===== src/rtl/gf2m_163_pkg.sv =====
// rtl/gf2m_163_pkg.sv - shared constants and FSM encoding for the GF(2^163) reducer
package gf2m_163_pkg;

    localparam int M         = 163;
    localparam int PROD_W    = 325;
    localparam int NUM_TAPS  = 4;
    // Low-order terms of f(x) = x^163 + x^7 + x^6 + x^3 + 1
    localparam int TAPS [NUM_TAPS] = '{7, 6, 3, 0};

    typedef enum logic [1:0] {
        ST_IDLE = 2'd0,
        ST_FOLD = 2'd1,
        ST_HOLD = 2'd2
    } state_t;

    // Number of fold cycles needed to clear bits 163..324.
    function automatic int num_steps(input int fold_w);
        return (M - 1 + fold_w - 1) / fold_w;
    endfunction

endpackage


===== src/rtl/gf2m_fold_step.sv =====
// rtl/gf2m_fold_step.sv - one combinational fold of FOLD_W high bits into the low field
module gf2m_fold_step
    import gf2m_163_pkg::*;
#(
    parameter int FOLD_W = 54
) (
    input  logic [PROD_W-1:0] acc_in,
    input  logic [8:0]        base,
    output logic [PROD_W-1:0] acc_out
);

    localparam logic [PROD_W-1:0] H_MASK = {{(PROD_W-FOLD_W){1'b0}}, {FOLD_W{1'b1}}};

    logic [PROD_W-1:0] h;
    logic [PROD_W-1:0] h_sh;

    // x^(base+j) == x^(base-163+j) * (x^7+x^6+x^3+1) mod f(x)
    always_comb begin
        h       = (acc_in >> base) & H_MASK;
        h_sh    = h << (base - 9'(M));
        acc_out = acc_in & ~(H_MASK << base);
        for (int t = 0; t < NUM_TAPS; t++) begin
            acc_out = acc_out ^ (h_sh << TAPS[t]);
        end
    end

endmodule


===== src/rtl/gf2m_reduce_163.sv =====
// rtl/gf2m_reduce_163.sv - multi-cycle reduction of a 325-bit product modulo x^163+x^7+x^6+x^3+1
module gf2m_reduce_163
    import gf2m_163_pkg::*;
#(
    parameter int FOLD_W = 54
) (
    input  logic              clk,
    input  logic              rst_n,
    input  logic              in_valid,
    output logic              in_ready,
    input  logic [PROD_W-1:0] in_prod,
    output logic              out_valid,
    input  logic              out_ready,
    output logic [M-1:0]      out_res,
    output logic              busy
);

    localparam int            N_STEPS   = num_steps(FOLD_W);
    localparam logic [7:0]    LAST_STEP = 8'(N_STEPS - 1);

    state_t            state;
    state_t            state_next;
    logic [PROD_W-1:0] acc;
    logic [PROD_W-1:0] fold_out;
    logic [7:0]        step;
    logic [8:0]        base_raw;
    logic [8:0]        base;

    // Folding proceeds top-down; the last window is clamped so it starts at degree 163.
    always_comb begin
        base_raw = 9'(PROD_W) - (9'(step) + 9'd1) * 9'(FOLD_W);
        base     = (base_raw < 9'(M)) ? 9'(M) : base_raw;
    end

    gf2m_fold_step #(.FOLD_W(FOLD_W)) u_fold (
        .acc_in  (acc),
        .base    (base),
        .acc_out (fold_out)
    );

    always_ff @(posedge clk or negedge rst_n) begin
        if (!rst_n) begin
            state <= ST_IDLE;
            acc   <= '0;
            step  <= '0;
        end else begin
            state <= state_next;
            case (state)
                ST_IDLE: begin
                    if (in_valid) begin
                        acc  <= in_prod;
                        step <= '0;
                    end
                end
                ST_FOLD: begin
                    acc  <= fold_out;
                    step <= step + 8'd1;
                end
                default: ;
            endcase
        end
    end

    always_comb begin
        state_next = state;
        in_ready   = 1'b0;
        out_valid  = 1'b0;
        busy       = 1'b0;
        case (state)
            ST_IDLE: begin
                in_ready = 1'b1;
                if (in_valid) state_next = ST_FOLD;
            end
            ST_FOLD: begin
                busy = 1'b1;
                if (step == LAST_STEP) state_next = ST_HOLD;
            end
            ST_HOLD: begin
                out_valid = 1'b1;
                if (out_ready) state_next = ST_IDLE;
            end
            default: state_next = ST_IDLE;
        endcase
    end

    assign out_res = acc[M-1:0];

endmodule


===== config.mk =====
export PLATFORM = sky130hd
export DESIGN_NAME = gf2m_reduce_163
export DESIGN_NICKNAME = d
export VERILOG_FILES = /design/src/rtl/gf2m_163_pkg.sv /design/src/rtl/gf2m_fold_step.sv /design/src/rtl/gf2m_reduce_163.sv
export SDC_FILE = /design/constraint.sdc
export NUM_CORES = 2
export LEC_CHECK = 0
export CORE_MARGIN = 2
export CORE_UTILIZATION = 35
export DETAILED_ROUTE_END_ITERATION = 10
export HOLD_SLACK_MARGIN = 0.1
export PLACE_DENSITY = 0.65
export SYNTH_ARGS = -nofsm -noshare
export SYNTH_HDL_FRONTEND = slang
export SYNTH_HIERARCHICAL = 1
export SYNTH_SLANG_ARGS = --single-unit

===== constraint.sdc =====
create_clock -name clk -period 8.87 [get_ports clk]
set_input_delay 1.3305 -clock clk [delete_from_list [all_inputs] [get_ports clk]]
set_output_delay 1.3305 -clock clk [all_outputs]
set_load 0.01 [all_outputs]

==> summary.md, run 1 <==
| Metric | Value |
|---|---|
| Die height | `approximately 430 um` |
| Area contributors post-synth | `dfrtp_1, mux4_2, mux2i_1` |
| DP HPWL | `528.1 mm` |
| H-tree Lvls | `2` |
| First error message | `[ERROR GRT-0232] Routing congestion too high. Check the congestion heatmap in the GUI.` |
| Synthesized instance count | `8044` |
| Post-synth top area share | `0.1316` |
| Library cells used by synthesis | `~120` |
| Failed at | `5_1_grt` |
| Sink Count | `335` |
| Yosys top cell by area | `dfrtp_1` |
| Post-synthesis register bit count | `335` |
| Std-Cell Rows | `roughly 160` |
| YS warnings | `6` |
| Root buffer cell | `clkbuf_16` |
| Starting Density | `0.3525` |
| Area post-placement | `roughly 90000 um2` |
| Seq/Total Area, Yosys | `0.1316` |
| Setup Slack @ Placement | `-2.711 ns` |
| GRT Residual Overflow | `11` |
| Largest net degree at the start of global routing | `227` |
| Ys async rst share | `1.000` |
| Ports | `just under 500` |
| Num CTS Buffers | `42` |
| Synth Area per Inst | `7.921 um2` |
| GP Congestion | `1.343` |
| Run status | `stopped before the end` |
| Port buffer count | `494` |
| GR Util All Layers | `0.7040` |
| CTS Buffer Depth | `3` |
| Horiz. Die Dim | `roughly 430 um` |
| Synth Flop Type | `dfrtp_1` |
| Hold_buf cts | `0` |
| Post-synth EDFFs | `0` |
| Mapped Area | `63720 um2` |
metrics by stage:
step | TNS (ns) | instances
2_1_floorplan | 0 | 8046
3_3_place_gp | -606.53 | 13070
3_5_place_dp | -582.92 | 13070
4_1_cts | -234.94 | 13240
cells in the mapped netlist (82+ instances only):
master,number
nand3_1,170
clkbuf_1,429
a31oi_1,82
mux2i_1,688
xnor2_1,503
a211oi_1,89
o22ai_1,219
buf_4,191
o21ai_0,467
nor2_1,580
buf_2,95
a22oi_1,161
nand2_1,960
dfrtp_1,335
o21ai_1,345
xor2_1,228
mux2_2,236
mux4_2,306
a21oi_1,335
nor3_1,136
cell families after synthesis:
kind of cell    count (synthesis)  share of synthesized area
mux                          1244                     0.2614
simple gates                 2245                     0.1564
other cells                     1                 0.00005885
xor+xnor                      743                     0.1039
compound gates               2569                     0.2707
flops                         335                     0.1316
fa+ha+maj                      24                   0.005420
buf+inv                       883                    0.07049
layer usage:
metal,overflow,GRT usage
met4,1,0.5967
met3,5,0.5661
met5,0,0.3104
met1,2,0.7539
met2,3,0.8373
what timing repair did:
item	CTS
gates cloned	5
pin swaps	138
setup endpoints to repair	282
buffers inserted	98
gates resized for setup	572
==> inputs of run 2 (changes only) <==
CORE_UTILIZATION = 20   (was 35)
HOLD_SLACK_MARGIN = default   (was 0.1)
PLACE_DENSITY = default   (was 0.65)
PLACE_DENSITY_LB_ADDON = 0.15   (was default)
clock period = 11.5 ns   (was 8.87 ns; I/O delays follow)
==> run 2 against run 1 <==
The flow now finishes, with violations (max-capacitance violations, max-slew violations, negative setup slack). Synthesized cell count unchanged. Synthesized area unchanged.
==> summary.md, run 2 <==
| Metric | Value |
|---|---|
| Initial DRC count | `15970` |
| CTS Buffer Depth | `3 (unchanged)` |
| Die height | `568.4 um (+32%)` |
| Maxcap violations | `2` |
| Largest net degree at the start of global routing | `227` |
| Final nets | `10450` |
| Area post-placement | `90380 um2 (-2.2%)` |
| Yosys top cell by area | `dfrtp_1` |
| CP arrival | `12.21 ns` |
| Max Transition Viols Final | `216` |
| H-tree Lvls | `2 (unchanged)` |
| Sink Count | `335 (unchanged)` |
| Total detailed-routing wirelength | `about 810 mm` |
| RSZ-0062 raised after global routing | `yes` |
| Horiz. Die Dim | `568.4 um (+32%)` |
| Largest delay share family, worst path | `compound AO/OA/AOI/OAI gates` |
| CP required | `12.17 ns` |
| Starting Density | `0.2007 (-0.1519)` |
| Crit path buf inv count | `13` |
| Final hold violation count | `0` |
| Critical Path Max Stage Delay | `1.27 ns` |
| Number of remaining DRC errors | `0` |
| Die area | `323100 um2` |
| Max FO, Critical Path | `13` |
| Via total after detailed routing | `slightly above 90000` |
| Rel. slew slack | `-4.045` |
| First-pass GRT wire length | `1005 mm` |
| DR WL/cell | `56.48 um` |
| Commonest non-fill, non-tap cell in the layout | `buf_4` |
| GRT Residual Overflow | `0` |
| GP Congestion | `1.079 (-20%)` |
| CP max-delay cell | `nor2_1` |
| Synth Area per Inst | `7.921 um2 (unchanged)` |
| Clk_lat worst skew | `0.76 ns` |
| Post-synthesis register bit count | `335 (unchanged)` |
| Vias in the first global route | `84410` |
| Largest register FFs | `around 330` |
| Fraction of final layout cells sized beyond drive strength 1 | `0.3239` |
| Drt via density | `6.329` |
| Fin area | `a little over 90000 um2` |
| Synthesized instance count | `8044 (unchanged)` |
| Area grow syn2layout | `46.02%` |
| Setup slack after layout | `-0.03186 ns` |
| Most flops, register | `acc` |
| DP HPWL | `680.6 mm (+29%)` |
| Most frequent cells in the layout | `buf_4, nand2_1, mux2i_1` |
| Synth Flop Type | `dfrtp_1` |
| Core area | `between 300000 and 400000 um2` |
| YS warnings | `6 (unchanged)` |
| Hold_buf cts | `0 (unchanged)` |
| GR Util All Layers | `0.4838` |
| Fmax | `slightly below 90 MHz` |
| Failing checks | `max-capacitance violations, max-slew violations, negative setup slack` |
| Endpoints failing setup | `3` |
| Port buffer count | `494 (unchanged)` |
| Post-synth EDFFs | `0 (unchanged)` |
| Seq/Total Area, Yosys | `0.1316 (unchanged)` |
| Ports | `495 (unchanged)` |
| Run status | `finished, violations left` |
| CTS tree | `yes` |
| DRT Pass-1 Iters | `7` |
| Library cells used by synthesis | `122 (unchanged)` |
| Post-route setup TNS | `-0.03781 ns` |
| Final worst path period need | `11.53 ns` |
| CP most frequent cell | `buf_4` |
| Most common cell in the synthesized netlist | `nand2_1` |
| Std-Cell Rows | `207 (+33%)` |
| Final Util | `0.2930` |
| Ys async rst share | `1.000 (unchanged)` |
| Hold crit path type | `reg -> reg` |
| WS Path Type | `reg -> reg` |
| Worst Tran Pin Value | `7.567 ns` |
| Antenna Violating Nets Remaining | `0` |
| Final cycle utilization of the critical path | `1.003` |
| Num CTS Buffers | `49 (+17%)` |
| Layout Skew | `approximately 0.047 ns` |
| Top cells by count, synth | `nand2_1, mux2i_1, nor2_1` |
| CP Capture Type | `flip-flop` |
| Root buffer cell | `clkbuf_16` |
| Mapped Area | `63720 um2 (unchanged)` |
| Initial antenna violation count | `152` |
| Top flop regs | `acc: 325 flops, step: 8 flops, state: 2 flops` |
| Worst-path clk slew | `0.06 ns` |
| Area contributors post-synth | `dfrtp_1, mux4_2, mux2i_1` |
| Post-synth top area share | `0.1316 (unchanged)` |
| CP startpoint kind | `flip-flop` |
[run 2: cell counts after synthesis]
No cell type changed its count.
[run 2: what timing repair did]
action	4_1_cts	5_1_grt
gates resized for setup	43	85
pin swaps	4	6
endpoints found under the setup margin	212	204
buffers inserted	4	6
[run 2: final cells by class]
cell class | instances | area (um2)
Antenna cell | 77 | 192.7
Clock buffer | 73 | 1436
Clock inverter | 18 | 206.4
Fill cell | 34420 | 224500
Inverter | 44 | 180.2
Multi-Input combinational cell | 6828 | 52060
Sequential cell | 335 | 8386
Tap cell | 4180 | 5230
Timing Repair Buffer | 2836 | 25350
[run 2: cells by family (layout without fill, tap and decap cells)]
kind of cell / count (synthesis) / in the layout / synth area share
AND/OR/NAND/NOR: 2245 / 2245 / 0.1564
multiplexers: 1244 / 1244 / 0.2614
flip-flops: 335 / 335 / 0.1316
adder cells (fa/ha/maj): 24 / 24 / 0.005420
XOR/XNOR: 743 / 743 / 0.1039
AO/OA/AOI/OAI: 2569 / 2569 / 0.2707
other: 1 / 80 / 0.00005885
buffers and inverters: 883 / 2971 / 0.07049
[run 2: per-layer routing]
layer | global-route usage | vias to the layer above | wire length [um]
met5 | 0 | - | 284
met2 | 0.6591 | 7610 | 315300
met3 | 0.1646 | 1638 | 92270
met4 | 0.3742 | 38 | 76500
met1 | 0.6181 | 47180 | 328400
li1 | - | 34610 | -
[run 2: tightest hold or removal path, stage by stage, from the launching register on]
cell and delay, ns:
dfrtp_1 0.34, nand2_1 0.05, o21ai_1 0.06
[run 2: final timing paths]
check | slack (ns) | cells after the start | to | startpoint
max reg2reg | -0.03 | 42 | acc[68]$_DFFE_PN0P_ | step[0]$_DFFE_PN0P_
min reg2reg | 0.49 | 2 | acc[159]$_DFFE_PN0P_ | acc[159]$_DFFE_PN0P_
min | 0.49 | 2 | acc[159]$_DFFE_PN0P_ | acc[159]$_DFFE_PN0P_
max in group asynchronous | 8.29 | 3 | step[1]$_DFFE_PN0P_ | rst_n
max | -0.03 | 42 | acc[68]$_DFFE_PN0P_ | step[0]$_DFFE_PN0P_
min in group asynchronous | 0.91 | 1 | acc[46]$_DFFE_PN0P_ | rst_n
[run 2: per-stage QoR]
step                cells  worst slack (ns)  hold WS [ns]
global placement    14210           -0.9235        0.4697
floorplan            8046             2.340        0.4812
global route        14320          -0.04406        0.5099
detailed placement  14210           -0.8460        0.4773
finish              14390          -0.03186        0.4853
CTS                 14310           0.01550        0.4893
Power of run 2 is not shown: default switching activity piles up to over one toggle a cycle in this logic, so the estimate is an artifact.
